[config.mk]
export PLATFORM = sky130hd
export DESIGN_NAME = delay_sweep_flat
export DESIGN_NICKNAME = d
export VERILOG_FILES = /design/src/rtl/delay_sweep_if.sv /design/src/rtl/delay_sweep.sv /design/src/flat_wrapper.sv
export SDC_FILE = /design/constraint.sdc
export NUM_CORES = 1
export LEC_CHECK = 0
export ABC_AREA = 1
export BUFFER_PORTS_ARGS = -buffer_cell sky130_fd_sc_hd__buf_4
export CAP_MARGIN = 20
export CORE_MARGIN = 2
export CORE_UTILIZATION = 45
export DETAILED_ROUTE_END_ITERATION = 10
export PLACE_DENSITY = 0.78
export SYNTH_ARGS = -nofsm -noshare
export SYNTH_HDL_FRONTEND = slang
export SYNTH_SLANG_ARGS = --single-unit
[constraint.sdc]
create_clock -name clk_pll -period 2.3 [get_ports clk_pll]
set_input_delay 0.23 -clock clk_pll [delete_from_list [all_inputs] [get_ports clk_pll]]
set_output_delay 0.23 -clock clk_pll [all_outputs]
set_load 0.02 [all_outputs]
[src/rtl/delay_sweep_if.sv]
// delay_sweep_if: start/abort/SYNC controls, sweep configuration and status of the delay sweeper.
interface delay_sweep_if #(
  parameter int DW = 32,
  parameter int SW = 16,
  parameter int CW = 8
);
  logic          start;
  logic          abort;
  logic          sync_in;
  logic [DW-1:0] del_start;
  logic [DW-1:0] del_step;
  logic [SW-1:0] n_steps;
  logic [CW-1:0] shots;
  logic [DW-1:0] delay_out;
  logic [SW-1:0] step_idx;
  logic          busy;
  logic          done;
  logic          step_strobe;

  modport master (
    output start, abort, sync_in, del_start, del_step, n_steps, shots,
    input  delay_out, step_idx, busy, done, step_strobe
  );

  modport slave (
    input  start, abort, sync_in, del_start, del_step, n_steps, shots,
    output delay_out, step_idx, busy, done, step_strobe
  );
endinterface

[src/rtl/delay_sweep.sv]
// delay_sweep: steps a pulse-generator delay through a programmed sweep, advancing on SYNC edges.
// Define DELAY_SWEEP_LOOP_EN to wrap back to del_start after the last step instead of finishing.
module delay_sweep #(
  parameter int DW = 32,
  parameter int SW = 16,
  parameter int CW = 8
) (
  input logic          clk_pll,
  input logic          reset,
  delay_sweep_if.slave bus
);
  typedef enum logic [1:0] {IDLE, ARM, RUN, DONE} state_t;

  state_t        state;
  logic          ready;
  logic          sync_q;
  logic          sync_edge;
  logic [DW-1:0] step_q;
  logic [SW-1:0] n_q;
  logic [CW-1:0] shots_q;
  logic [DW-1:0] delay_q;
  logic [SW-1:0] idx_q;
  logic [CW-1:0] shot_cnt;
  logic          busy_q;
  logic          done_q;
  logic          strobe_q;
  logic [CW-1:0] shots_eff;
  logic [CW-1:0] shot_next;
  logic [SW-1:0] last_idx;
  logic          shot_last;
  logic          step_last;
`ifdef DELAY_SWEEP_LOOP_EN
  logic [DW-1:0] start_q;
`endif

  // ready rises one edge after reset release, so a start seen on that first edge is dropped.
  always_ff @(posedge clk_pll or negedge reset) begin
    if (!reset) begin
      ready  <= 1'b0;
      sync_q <= 1'b0;
    end else begin
      ready  <= 1'b1;
      sync_q <= bus.sync_in;
    end
  end

  assign sync_edge = bus.sync_in & ~sync_q;
  assign shots_eff = (shots_q == '0) ? CW'(1) : shots_q;
  assign last_idx  = (n_q == '0) ? '0 : n_q - SW'(1);
  assign shot_next = shot_cnt + CW'(1);
  assign shot_last = (shot_next == shots_eff);
  assign step_last = (idx_q == last_idx);

  // The edge that leaves ARM is shot 1 of step 0, so ARM and RUN share the shot/step logic.
  always_ff @(posedge clk_pll or negedge reset) begin
    if (!reset) begin
      state    <= IDLE;
      step_q   <= '0;
      n_q      <= '0;
      shots_q  <= '0;
      delay_q  <= '0;
      idx_q    <= '0;
      shot_cnt <= '0;
      busy_q   <= 1'b0;
      done_q   <= 1'b0;
      strobe_q <= 1'b0;
`ifdef DELAY_SWEEP_LOOP_EN
      start_q  <= '0;
`endif
    end else begin
      done_q   <= 1'b0;
      strobe_q <= 1'b0;
      case (state)
        IDLE: begin
          if (ready && bus.start && !bus.abort) begin
            step_q   <= bus.del_step;
            n_q      <= bus.n_steps;
            shots_q  <= bus.shots;
            delay_q  <= bus.del_start;
            idx_q    <= '0;
            shot_cnt <= '0;
            busy_q   <= 1'b1;
            state    <= ARM;
`ifdef DELAY_SWEEP_LOOP_EN
            start_q  <= bus.del_start;
`endif
          end
        end
        ARM, RUN: begin
          if (bus.abort) begin
            busy_q <= 1'b0;
            state  <= IDLE;
          end else if (sync_edge) begin
            state <= RUN;
            if (!shot_last) begin
              shot_cnt <= shot_next;
            end else begin
              shot_cnt <= '0;
              if (!step_last) begin
                idx_q    <= idx_q + SW'(1);
                delay_q  <= delay_q + step_q;
                strobe_q <= 1'b1;
              end else begin
`ifdef DELAY_SWEEP_LOOP_EN
                idx_q    <= '0;
                delay_q  <= start_q;
                strobe_q <= 1'b1;
`else
                done_q   <= 1'b1;
                state    <= DONE;
`endif
              end
            end
          end
        end
        DONE: begin
          busy_q <= 1'b0;
          state  <= IDLE;
        end
        default: begin
          busy_q <= 1'b0;
          state  <= IDLE;
        end
      endcase
    end
  end

  assign bus.delay_out   = delay_q;
  assign bus.step_idx    = idx_q;
  assign bus.busy        = busy_q;
  assign bus.done        = done_q;
  assign bus.step_strobe = strobe_q;
endmodule

[src/flat_wrapper.sv]
// flat-port wrapper written by rule: the top's interface ports become plain ports
module delay_sweep_flat 
#(
  parameter int DW = 32,
  parameter int SW = 16,
  parameter int CW = 8
)
  (clk_pll, reset, bus_start, bus_abort, bus_sync_in, bus_del_start, bus_del_step, bus_n_steps, bus_shots, bus_delay_out, bus_step_idx, bus_busy, bus_done, bus_step_strobe);
  delay_sweep_if #(.DW(DW), .SW(SW), .CW(CW)) bus_i ();
  input logic clk_pll;
  input logic reset;
  input wire logic [$bits(bus_i.start)-1:0] bus_start;
  input wire logic [$bits(bus_i.abort)-1:0] bus_abort;
  input wire logic [$bits(bus_i.sync_in)-1:0] bus_sync_in;
  input wire logic [$bits(bus_i.del_start)-1:0] bus_del_start;
  input wire logic [$bits(bus_i.del_step)-1:0] bus_del_step;
  input wire logic [$bits(bus_i.n_steps)-1:0] bus_n_steps;
  input wire logic [$bits(bus_i.shots)-1:0] bus_shots;
  output wire logic [$bits(bus_i.delay_out)-1:0] bus_delay_out;
  output wire logic [$bits(bus_i.step_idx)-1:0] bus_step_idx;
  output wire logic [$bits(bus_i.busy)-1:0] bus_busy;
  output wire logic [$bits(bus_i.done)-1:0] bus_done;
  output wire logic [$bits(bus_i.step_strobe)-1:0] bus_step_strobe;
  assign bus_i.start = bus_start;
  assign bus_i.abort = bus_abort;
  assign bus_i.sync_in = bus_sync_in;
  assign bus_i.del_start = bus_del_start;
  assign bus_i.del_step = bus_del_step;
  assign bus_i.n_steps = bus_n_steps;
  assign bus_i.shots = bus_shots;
  assign bus_delay_out = bus_i.delay_out;
  assign bus_step_idx = bus_i.step_idx;
  assign bus_busy = bus_i.busy;
  assign bus_done = bus_i.done;
  assign bus_step_strobe = bus_i.step_strobe;
  delay_sweep #(.DW(DW), .SW(SW), .CW(CW)) u_core (.clk_pll(clk_pll), .reset(reset), .bus(bus_i));
endmodule
== Word-level counts from Yosys, hierarchy flattened ==
Index checks and enable logic that the tools add are counted.
Operators by class
  reduce and logical (&&, ||, !) cells: 13
  muxes and demuxes: 38
  add/sub/neg operators: 4
  equality and inequality tests: 12
  bitwise operators: 2
Operators with widths (count)
  $mux W32: 5
  $mux W16: 6
  $pmux W32 S2: 1
  $mux W8: 5
  $add A32 B32 Y32: 1
  $pmux W16 S2: 1
  $add A16 B1 Y16 const B: 1
  $eq A16 B16 Y1: 1
  $logic_not A16 Y1: 1
  $pmux W8 S2: 1
  $sub A16 B1 Y16 const B: 1
  $mux W1: 13
  $add A8 B1 Y8 const B: 1
  $eq A8 B8 Y1: 1
  $logic_not A8 Y1: 1
  $mux W2: 4
  $ne A2 B1 Y1 const B: 3
  $ne A2 B2 Y1 const B: 3
  $pmux W2 S3: 1
  $reduce_and A2 Y1: 3
  $reduce_and A6 Y1: 1
  $eq A2 B2 Y1 const B: 2
  $reduce_and A4 Y1: 1
  $ne A3 B2 Y1 const B: 1
  other kinds (9): 10
Word-level totals
  output and inout bits: 51
  bits of input ports: 93
  word-level logic and storage cells: 81
  flip-flop bits (word level): 119

== Depth between registers and ports, before layout ==
  depth in word-level cells: 8
  gate-level depth with buffers: 20
  gate-level depth less buffers: 17

== Least setup slack after synthesis ==
No wires, ideal clock.
  kind: register to register
  start point: register u_core.n_q[0]
  end point: register u_core.idx_q[13], in the netlist u_core.bus.step_idx[13]
  buffers on the path: 4
  arrival time: 2.211 ns
  slack: -0.029 ns
  stages on the path, launching flop included: 18
  library setup time: 0.117 ns
  period minus slack after synthesis: 2.329 ns
  required time: 2.183 ns
  cells stage by stage: dfrtp_1 -> inv_1 -> ha_1 -> nand2_2 -> nor2_2 -> nand2_1 -> buf_6 -> buf_6 -> nand4_1 -> nand2_1 -> nor2_1 -> nand3_1 -> nor2_4 -> nand3_4 -> buf_6 -> buf_2 -> nand3_1 -> nand2_1
On the way
  longest elaborated chain between the ends: 5
  elaborated cells between the ends (all ways): 6
  those cells by class: add/sub: 1; eq/ne: 2; mux: 1; reduce/logical: 2
RTL lines
  start, declared: RTL line delay_sweep.sv:19  | logic [SW-1:0] n_q;
  start signal, assigned: RTL line delay_sweep.sv:77  | n_q <= bus.n_steps;
  $sub A16 B1 Y16 / $logic_not A16 Y1 (equally long branches): RTL line delay_sweep.sv:49  | assign last_idx = (n_q == '0) ? '0 : n_q - SW'(1);
  $mux W16 *: RTL line delay_sweep.sv:49
  $eq A16 B16 Y1 *: RTL line delay_sweep.sv:52  | assign step_last = (idx_q == last_idx);
  $ne A2 B2 Y1 (no source line) *
  $reduce_and A6 Y1 (no source line) *
  end signal, assigned: RTL line delay_sweep.sv:100  | idx_q <= idx_q + SW'(1);
  end, declared: RTL line delay_sweep.sv:22  | logic [SW-1:0] idx_q;
Mark *: on every way between the ends. The rest lies on a longest branch, timed or not.
A chain may end at the register's enable or synchronous reset.

== Worst setup path after layout ==
  start point: register u_core.n_q[5]
  end point: register u_core.delay_q[3], in the netlist u_core.bus.delay_out[3]
On the way
  longest elaborated chain between the ends: 5
  elaborated cells between the ends (all ways): 6
  those cells by class: add/sub: 1; eq/ne: 2; mux: 1; reduce/logical: 2
RTL lines
  $sub A16 B1 Y16 / $logic_not A16 Y1 (equally long branches): RTL line delay_sweep.sv:49
  $mux W16 *: RTL line delay_sweep.sv:49
  $eq A16 B16 Y1 *: RTL line delay_sweep.sv:52
  $ne A2 B2 Y1 (no source line) *
  $reduce_and A6 Y1 (no source line) *
  end signal, assigned: RTL line delay_sweep.sv:79  | delay_q <= bus.del_start;
  end signal, assigned: RTL line delay_sweep.sv:101  | delay_q <= delay_q + step_q;
  end, declared: RTL line delay_sweep.sv:21  | logic [DW-1:0] delay_q;
Marked as above.

==> metrics.md <==
| Metric | Value |
|---|---|
| RSZ-0062 raised after global routing | `true` |
| Wirelength per Cell | `15.63 um` |
| DRT iter0 DRCs | `754` |
| Fmax | `0.4156 GHz` |
| Synthesized area | `8409 um2` |
| Met1 WL | `11160 um` |
| Crit path max-delay cell type | `dfrtp_1` |
| Power Density | `1438 nW/um2` |
| Post-route ant nets | `0` |
| FF-to-FF Start | `u_core.n_q[5]$_DFFE_PN0P_` |
| WL met2 | `13510 um` |
| CTS root buffer | `clkbuf_16` |
| Final hold violations | `0` |
| DR vias/cell | `5.401` |
| Most common cell type on the critical path | `nand2_1` |
| Share of cells above drive strength 1 | `23.20%` |
| Most frequent cells in the layout | `457 x nand2_1, 211 x buf_4, 118 x nand3_1, 118 x dfrtp_1, 109 x nor2_1` |
| CP delay by family, top | `simple AND/OR/NAND/NOR gates` |
| HPWL after DPL | `18840 um` |
| CTS buffer count | `17` |
| Final Max Slew Viols | `0` |
| Synth-to-layout area growth | `35.81%` |
| Leak | `5.896 nW` |
| Die area | `19800 um2` |
| Worst skew pair latency | `0.42 ns` |
| Max_cap viols | `0` |
| Setup TNS | `-3.569 ns` |
| VDD IR max | `0.9175 mV` |
| Initial antenna violation count | `0` |
| CP arrival | `2.77 ns` |
| Synth Register Bits | `119` |
| R2R depth | `16` |
| RR Endpoint | `u_core.bus.delay_out[3]$_DFFE_PN0P_` |
| Total global-route track usage | `26.16%` |
| ANT cells | `0` |
| Gate Count Post-Synth | `1265` |
| Syn. warnings | `0` |
| Vias in the first global route | `8997` |
| CTS tree | `done` |
| Core ar. | `18150 um2` |
| Final setup margin | `-0.1059 ns` |
| CTS Sinks | `119` |
| Largest area contributor in the netlist | `dfrtp_1` |
| CP peak stage delay | `0.43 ns` |
| Critical Path Start Type | `register` |
| Initial DRT Pass Iterations | `5` |
| Largest net degree at the start of global routing | `58` |
| Clk slew on worst S/H paths | `0.06 ns` |
| I/O pin count | `144` |
| DRT Wirelength | `26960 um` |
| Syn_area_per_cell | `6.648 um2` |
| Most area-consuming cells after synthesis | `dfrtp_1 35%, nand2_1 22%, nand3_1 7.6%, ha_1 5.4%, nor2_1 5.3%` |
| Worst Path Buf+Inv | `3` |
| Final Setup Violations | `48` |
| Num rows | `49` |
| Total grt overflow | `0` |
| H-tree Lvls | `4` |
| Worst setup path startpoint | `u_core.n_q[5]$_DFFE_PN0P_` |
| Via Count | `9316` |
| Met3 routed WL | `1587 um` |
| # fillers | `1587` |
| Initial core utilization | `46.34%` |
| Fin crit period | `2.406 ns` |
| Hold path depth | `3` |
| Place WS | `-0.05267 ns` |
| Yosys cell types | `43` |
| Worst slew pin tran | `0.6089 ns` |
| Clock tree buffer depth | `2` |
| Tcrit/Tclk final | `104.6%` |
| Failing checks | `setup timing` |
| Endpoint class of the critical path | `register` |
| Worst min-delay path class | `in -> reg` |
| Max Used Layer | `met4` |
| Final-stage net count | `1617` |
| Placer Congestion | `0.9517` |
| Status | `finished, violations left` |
| I/O Buffers | `143` |
| Hold Path Sink | `u_core.step_q[11]$_DFFE_PN0P_` |
| Req. time, crit path | `2.66 ns` |
| Max Clock Skew | `0.008548 ns` |
| Share of the synthesized area in the top cell type | `35.41%` |
| Critical-path cell list | `nor2_4 -> nand2_2 -> nor2_4 -> nand2_2 -> buf_8 -> buf_4 -> nand3_1 -> nand2_1 -> nand2_1 -> nand2_1 -> nor2_4 -> nand3_4 -> nand2_8 -> clkbuf_16 -> nand2_1 -> nand2_1` |
| Slew headroom | `59.41%` |
| Seq/Total Area, Yosys | `35.41%` |
| First-pass GRT wire length | `42200 um` |
| Residual DRC | `0` |
| Crit Path Max Fanout | `13` |
| Startpoint of the worst hold path | `bus_del_step[11]` |
| Reg2reg setup slack | `-0.11 ns` |
| Worst Setup Path Type | `reg -> reg` |
| Die Span X | `140.7 um` |
| Syn nets | `1395` |
| Commonest non-fill, non-tap cell in the layout | `nand2_1` |
| DIE HEIGHT | `140.7 um` |
[registers in the layout (all words and copies together) (netlist names)]
name and flops:
u_core.ready 1, u_core.bus.done 1, u_core.step_q 32, u_core.bus.delay_out 32
u_core.bus.step_idx 16, u_core.bus.busy 1, u_core.sync_q 1, u_core.bus.step_strobe 1
u_core.n_q 16, u_core.state 2, u_core.shot_cnt 8, u_core.shots_q 8
[cells in the mapped netlist (all sizes together)]
cell and number:
or2 6, o22ai 4, a31oi 1, nand4 24
nor2 123, fa 1, and2 2, a21oi 49
nor3b 2, o21bai 3, clkbuf 23, ha 36
o31ai 4, nor3 12, a21boi 3, inv 100
xor2 22, conb 1, nand3 129, o21ai 62
xnor2 6, nor4 3, o21a 5, buf 16
nand2 500, a21o 2, dfrtp 119, and3 1
nand3b 6
[per-layer routing]
metal | GRT usage, % | vias to the layer above
li1 | - | 4524
met1 | 32.60 | 4382
met2 | 45.60 | 350
met3 | 4.620 | 60
met4 | 9.474 | 0
met5 | 0 | -
[worst register-to-register path: stages, from the launching register on]
cell and delay (ns):
dfrtp_1 0.43, nor2_4 0.19, nand2_2 0.10, nor2_4 0.12, nand2_2 0.09, buf_8 0.16, buf_4 0.15, nand3_1 0.07
nand2_1 0.05, nand2_1 0.08, nand2_1 0.10, nor2_4 0.15, nand3_4 0.18, nand2_8 0.18, clkbuf_16 0.18, nand2_1 0.05
nand2_1 0.06
[cells by family (layout without fill, tap and decap cells)]
kind of cell               Yosys count  count (layout)  synth area share [%]
adders and majority gates           37              37                 5.594
buffers and inverters              139             369                 6.948
AOI/OAI and AO/OA                  133             133                 8.674
xor gates and xnor gates            28              28                 2.916
and+or+nand+nor                    808             809                 40.41
other                                1               1               0.04459
DFF                                119             119                 35.41
[worst max path at each step]
stage                                                      end  depth (start not counted)
final                      u_core.bus.delay_out[3]$_DFFE_PN0P_                         16
after global routing      u_core.bus.delay_out[22]$_DFFE_PN0P_                         16
after CTS                 u_core.bus.delay_out[17]$_DFFE_PN0P_                         14
after detailed placement  u_core.bus.delay_out[12]$_DFFE_PN0P_                         13
after global placement    u_core.bus.delay_out[31]$_DFFE_PN0P_                         13
after floorplan            u_core.bus.step_idx[13]$_DFFE_PN0P_                         17
[what timing repair did]
action,4_1_cts,5_1_grt
setup buffers,0,8
pin swaps,2,25
gates resized for setup,9,86
endpoints found under the setup margin,48,53
gates cloned,0,8
hold endpoints to repair,50,1
hold buffers,10,1
[metrics by stage]
step	hold slack, ns	utilization [%]	area, um2	instances	power [mW]
floorplan	-0.06559	-	8419	1265	9.534
global placement	0.2726	56.24	10210	1670	12.44
detailed placement	0.2765	56.24	10210	1670	12.61
CTS	0.00009334	60.04	10900	1708	15.37
global route	0.006068	62.93	11420	1725	17.73
finish	0.006916	62.93	11420	1725	16.43
[power by group]
group | leakage [nW] | internal, mW | switching, mW
clock network | 0.278 | 1.68 | 0.915
logic | 4.10 | 4.05 | 6.08
registers | 1.52 | 2.94 | 0.765
[area by class of cell]
type	instances	area, um2	area share (%)
clock buffers	24	491.7	4.305
multi-input cells	1008	5181	45.37
well taps	229	286.5	2.509
inverters	100	375.4	3.287
flip-flops and latches	119	2979	26.08
repair buffers	241	2037	17.84
clock inverters	4	70.07	0.6135
(Power assumes the default switching activity.)
